===== config.mk =====
export PLATFORM = sky130hd
export DESIGN_NAME = ps2_scancode_rx
export DESIGN_NICKNAME = d
export VERILOG_FILES = /design/src/rtl/ps2_scancode_rx.sv
export SDC_FILE = /design/constraint.sdc
export NUM_CORES = 1
export LEC_CHECK = 0
export ABC_CLOCK_PERIOD_IN_PS = 1800
export BUFFER_PORTS_ARGS = -buffer_cell sky130_fd_sc_hd__buf_2
export CAP_MARGIN = 20
export CORE_MARGIN = 2
export CORE_UTILIZATION = 45
export DETAILED_ROUTE_END_ITERATION = 6
export PLACE_DENSITY_LB_ADDON = 0.12
export SKIP_LAST_GASP = 1
export SLEW_MARGIN = 20
export SYNTH_ARGS = -nofsm -noshare
export SYNTH_HDL_FRONTEND = slang
export SYNTH_SLANG_ARGS = --single-unit

===== constraint.sdc =====
create_clock -name clk -period 1.8 [get_ports clk]
set_input_delay 0.27 -clock clk [delete_from_list [all_inputs] [get_ports clk]]
set_output_delay 0.27 -clock clk [all_outputs]
set_load 0.02 [all_outputs]

===== src/rtl/ps2_scancode_rx.sv =====
// ps2_scancode_rx: PS/2 keyboard frame receiver and scan-code assembler.
// Ports: clk (system clock), resetn (sync active-low reset),
//        ps2_clk / ps2_data (async PS/2 lines),
//        scancode[15:0] ({E0,byte} or {00,byte}), brk (release flag),
//        code_valid (1-cycle pulse on new code), frame_err (1-cycle pulse on dropped frame).
// Parameter TIMEOUT_CYCLES: idle clk cycles before a partial frame is aborted.
// Macro PS2_PARITY_CHECK_EN: when defined, odd parity is enforced.
module ps2_scancode_rx #(
    parameter int TIMEOUT_CYCLES = 5000
) (
    input  logic        clk,
    input  logic        resetn,
    input  logic        ps2_clk,
    input  logic        ps2_data,
    output logic [15:0] scancode,
    output logic        brk,
    output logic        code_valid,
    output logic        frame_err
);
    localparam logic [1:0] IDLE   = 2'd0;
    localparam logic [1:0] DATA   = 2'd1;
    localparam logic [1:0] PARITY = 2'd2;
    localparam logic [1:0] STOP   = 2'd3;

    logic [1:0]  clk_sync, data_sync;
    logic        clk_prev;
    logic [1:0]  state;
    logic [2:0]  bitcnt;
    logic [7:0]  shreg;
    logic [15:0] idle_cnt;
    logic        byte_ok, ext, brk_pend;
    logic        fall, bit_in, par_ok, stop_err, timeout;
`ifdef PS2_PARITY_CHECK_EN
    logic        par;
`endif

    always_comb begin
        fall     = clk_prev & ~clk_sync[1];
        bit_in   = data_sync[1];
`ifdef PS2_PARITY_CHECK_EN
        par_ok   = ^{shreg, par};
`else
        par_ok   = 1'b1;
`endif
        stop_err = fall && state == STOP && !(bit_in && par_ok);
        // a sample event arriving on the deadline cycle wins over the timeout
        timeout  = !fall && state != IDLE && idle_cnt == 16'(TIMEOUT_CYCLES - 1);
    end

    always_ff @(posedge clk) begin
        if (!resetn) begin
            clk_sync   <= 2'b11;
            data_sync  <= 2'b11;
            clk_prev   <= 1'b1;
            state      <= IDLE;
            bitcnt     <= 3'd0;
            shreg      <= 8'h00;
`ifdef PS2_PARITY_CHECK_EN
            par        <= 1'b0;
`endif
            idle_cnt   <= 16'd0;
            byte_ok    <= 1'b0;
            ext        <= 1'b0;
            brk_pend   <= 1'b0;
            scancode   <= 16'h0000;
            brk        <= 1'b0;
            code_valid <= 1'b0;
            frame_err  <= 1'b0;
        end else begin
            clk_sync   <= {clk_sync[0], ps2_clk};
            data_sync  <= {data_sync[0], ps2_data};
            clk_prev   <= clk_sync[1];
            byte_ok    <= 1'b0;
            code_valid <= 1'b0;
            frame_err  <= stop_err | timeout;
            idle_cnt   <= (fall || timeout || state == IDLE) ? 16'd0 : idle_cnt + 16'd1;
            if (fall) begin
                case (state)
                    IDLE: if (!bit_in) begin
                        state  <= DATA;
                        bitcnt <= 3'd0;
                    end
                    DATA: begin
                        shreg  <= {bit_in, shreg[7:1]};
                        bitcnt <= bitcnt + 3'd1;
                        if (bitcnt == 3'd7) state <= PARITY;
                    end
                    PARITY: begin
`ifdef PS2_PARITY_CHECK_EN
                        par   <= bit_in;
`endif
                        state <= STOP;
                    end
                    STOP: begin
                        byte_ok <= bit_in && par_ok;
                        state   <= IDLE;
                    end
                endcase
            end else if (timeout) begin
                state <= IDLE;
            end
            // shreg stays put while IDLE, so it still holds the accepted byte here
            if (byte_ok) begin
                if (shreg == 8'hE0) begin
                    ext <= 1'b1;
                end else if (shreg == 8'hF0) begin
                    brk_pend <= 1'b1;
                end else begin
                    scancode   <= {ext ? 8'hE0 : 8'h00, shreg};
                    brk        <= brk_pend;
                    code_valid <= 1'b1;
                    ext        <= 1'b0;
                    brk_pend   <= 1'b0;
                end
            end
            if (stop_err || timeout) begin
                ext      <= 1'b0;
                brk_pend <= 1'b0;
            end
        end
    end
endmodule


==> impl_results.md <==
* Outcome: finished clean
* Peak supply drop at ~0.45 mV
* Height of the die at 70.8 um
* Fillers at about 400
* Seq/Total Area, Yosys at 0.488
* Remaining global-route overflow at 0
* Synth Instances at ~210
* Hold slack at 145 ps
* Total Nets Final at 250
* Detailed Route WL at between 3000 and 4000 um
* Reg-to-reg endpoint: state[1]
* Initial antenna violation count at 0
* Final period utilization at 0.973
* Die area at roughly 5000 um2
* # rows at 24
* Vias/cell at 5.37
* Synthesized area at 2010 um2
* P_sw at 375 uW
* Pre-antenna DRT Iters at 4
* Reg2reg path depth at 4
* Starting density of the core at 0.464
* Ys Warns at 0
* PwrDens at around 820 nW/um2
* CP Launch Type: flip-flop
* HP Class: input pin to flip-flop
* Total GRT Usage at 0.167
* Max Freq at between 500 and 600 MHz
* Dpl hpwl at about 2800 um
* First-pass GRT wire length at 6760 um
* Unrepaired setup endpoints after global routing: true
* Vias in the first global route at between 1.5k and 2k
* Starting DRT DRC Count at approximately 110
* Total setup buffers inserted after CTS at 0
* # DRC at 0
* TritonCTS clock tree: built
* Avg Cell Area, Syn at approximately 9.5 um2
* I/O pin count at 23
* Chip Width at 70.8 um
* Clk_skew at between 8 and 9 ps
* H-tree Lvls at 2
* CTS Buffer Depth at 2
* Clock network fraction of total power at 0.397
* Final Max Tran Viols at 0
* R2R Path Start: idle_cnt[11]
* CTS Sinks at 49
* Num CTS Buffers at 5
* Via count at 1563
* Required time of the critical path at roughly 2000 ps
* Number of synthesized register bits at just under 50
* CP Max Fanout at 5
* Core area at roughly 4300 um2
* Placer Congestion at 0.823
* Port bufs at 17
* Clk Latency, worst-skew pair at ~300 ps
* Ant. Diodes at 0
* Clock Root Buffer: clkbuf_8
* Setup tns final at 0 ps
* DP Cell Count at roughly 280
* Hold path depth at 2
* Worst setup EP type: flip-flop
* CP startpoint: idle_cnt[11]
* Post-layout min period at approximately 1800 ps
* Sequential power share at 0.580
* Post-CTS Hold Buffers at 0
* Endpoints failing setup at 0
* Final Power at around 1900 uW
* Final antenna-violating net count at 0
* Largest net degree at the start of global routing at 21
* WP data arrival at 1940 ps
* Sw Share at 0.200
* Area Growth Syn to Fin at 14.4%
* Max Cap Viol at 0
* Share of cells above drive strength 1 at 0.180
* Comb pwr share at 0.023
* R2R Setup Slk at between 40 and 50 ps
* Layout Cells excl Fill at 291
* Crit path capture: state[1]
* P_int at between 1500 and 2000 uW
* Leakage power at 0.000930 uW
* Reg clk slew, reported paths at 90 ps
* Wire per inst at 12.8 um
* Final hold viol count at 0
* Setup CP Type: flip-flop to flip-flop
* Synth unique cells at ~40
synthesized netlist by cell type:
library cell  number  area [um2]
and3_1             1        6.26
and4_1             1        8.76
a31oi_1            3        18.8
nand4_1            3        18.8
inv_1              6        22.5
or3_1              1        6.26
dfxtp_1           49         981
o221a_2            3        33.8
clkinv_1           1        3.75
or4_4              1        11.3
o21ai_0            3        15.0
nand3_1           10        50.1
nor2b_1            1        6.26
a21oi_1            3        15.0
nand2_2            1        6.26
nor4_1             6        37.5
a32oi_1            2        17.5
nor2_1            33         124
and3b_1            1        8.76
conb_1             1        3.75
xor2_1             2        17.5
or4_1              1        7.51
ha_1               7        87.6
nand3b_1           2        15.0
o31ai_1            1        7.51
a41o_1             1        10.0
mux2i_1            8        80.1
nand4bb_1          1        11.3
o21a_1             1        7.51
nand2_1           11        41.3
buf_4              7        52.6
clkbuf_1           5        18.8
o22ai_1            2        12.5
xnor2_1           12         105
o211ai_1           1        7.51
nand2b_1           6        37.5
nor3_1             6        30.0
buf_6              1        11.3
a22oi_1            4        30.0
and2_1             1        6.26
nor3_4             1        16.3
critical path: stages (launching register included):
cell	delay, ps
dfxtp_1	310
or4_1	510
or4_4	480
nor3_4	220
o22ai_1	130
how the worst min path moves through the flow:
stage	from	slack (ps)	endpoint
floorplan	ps2_clk	370	clk_sync[0]
global placement	clk_sync[0]	390	clk_sync[1]
detailed placement	clk_sync[0]	400	clk_sync[1]
CTS	ps2_clk	140	clk_sync[0]
global route	ps2_data	150	data_sync[0]
finish	ps2_clk	150	clk_sync[0]
cell type report:
class | instances | area [um2] | area share
inverter | 7 | 26.3 | 0.0114
timing repair buffer | 30 | 183 | 0.0795
clock inverter | 2 | 35.0 | 0.0153
sequential | 49 | 981 | 0.427
multi-input combinational | 146 | 938 | 0.408
tap | 52 | 65.1 | 0.0283
clock buffer | 5 | 68.8 | 0.0300
power by group through the flow:
| stage | Clock [uW] | Combinational [uW] | Sequential, uW |
|---|---|---|---|
| CTS | 764 | 44.4 | 1090 |
| finish | 746 | 44.0 | 1090 |
| detailed placement | 0 | 44.4 | 1120 |
| floorplan | 0 | 40.6 | 1120 |
| global placement | 0 | 42.5 | 1120 |
| global route | 810 | 49.4 | 1090 |
layer usage:
| layer | share of wire | track usage |
|---|---|---|
| met5 | 0 | 0 |
| met4 | 0.016 | 0.0566 |
| met3 | 0.041 | 0.0442 |
| met2 | 0.53 | 0.308 |
| met1 | 0.42 | 0.185 |
flip-flops by register name (all words and copies together), names as in the netlist, 2 cells and up:
signal,flops
state,2
shreg,8
bitcnt,3
clk_sync,2
idle_cnt,16
scancode,9
data_sync,2
layout by cell type, fill, tap and decap left out, types with 7 or more instances in the layout:
cell and instances:
ha_1 7, buf_2 17, mux2i_1 8, nand3_1 10
nand2_1 11, xnor2_1 12, buf_4 13, dfxtp_1 49
nor2_1 33
cells by family (layout without fill, tap and decap cells):
logic type | count (synthesis) | in the layout | synth area share
AOI/OAI and AO/OA | 24 | 24 | 0.0872
xor gates and xnor gates | 14 | 14 | 0.0611
adders and majority gates | 7 | 7 | 0.0436
buffers and inverters | 20 | 44 | 0.0542
DFF | 49 | 49 | 0.488
muxes | 8 | 8 | 0.0399
other | 1 | 5 | 0.00187
and+or+nand+nor | 88 | 88 | 0.224
through the flow:
step | cell area [um2] | setup WS (ps) | utilization
6_report | 2300 | 49.4 | 0.531
5_1_grt | 2300 | -11.2 | 0.531
3_5_place_dp | 2190 | 3.85 | 0.506
3_3_place_gp | 2190 | 28.4 | 0.506
4_1_cts | 2290 | 26.1 | 0.530
2_1_floorplan | 2020 | 42.2 | -
timing repair:
item / CTS / global route
pin swaps: 1 / 0
gates resized for setup: 0 / 1
endpoints found under the setup margin: 1 / 15
Power figures use the tool's default switching activity.
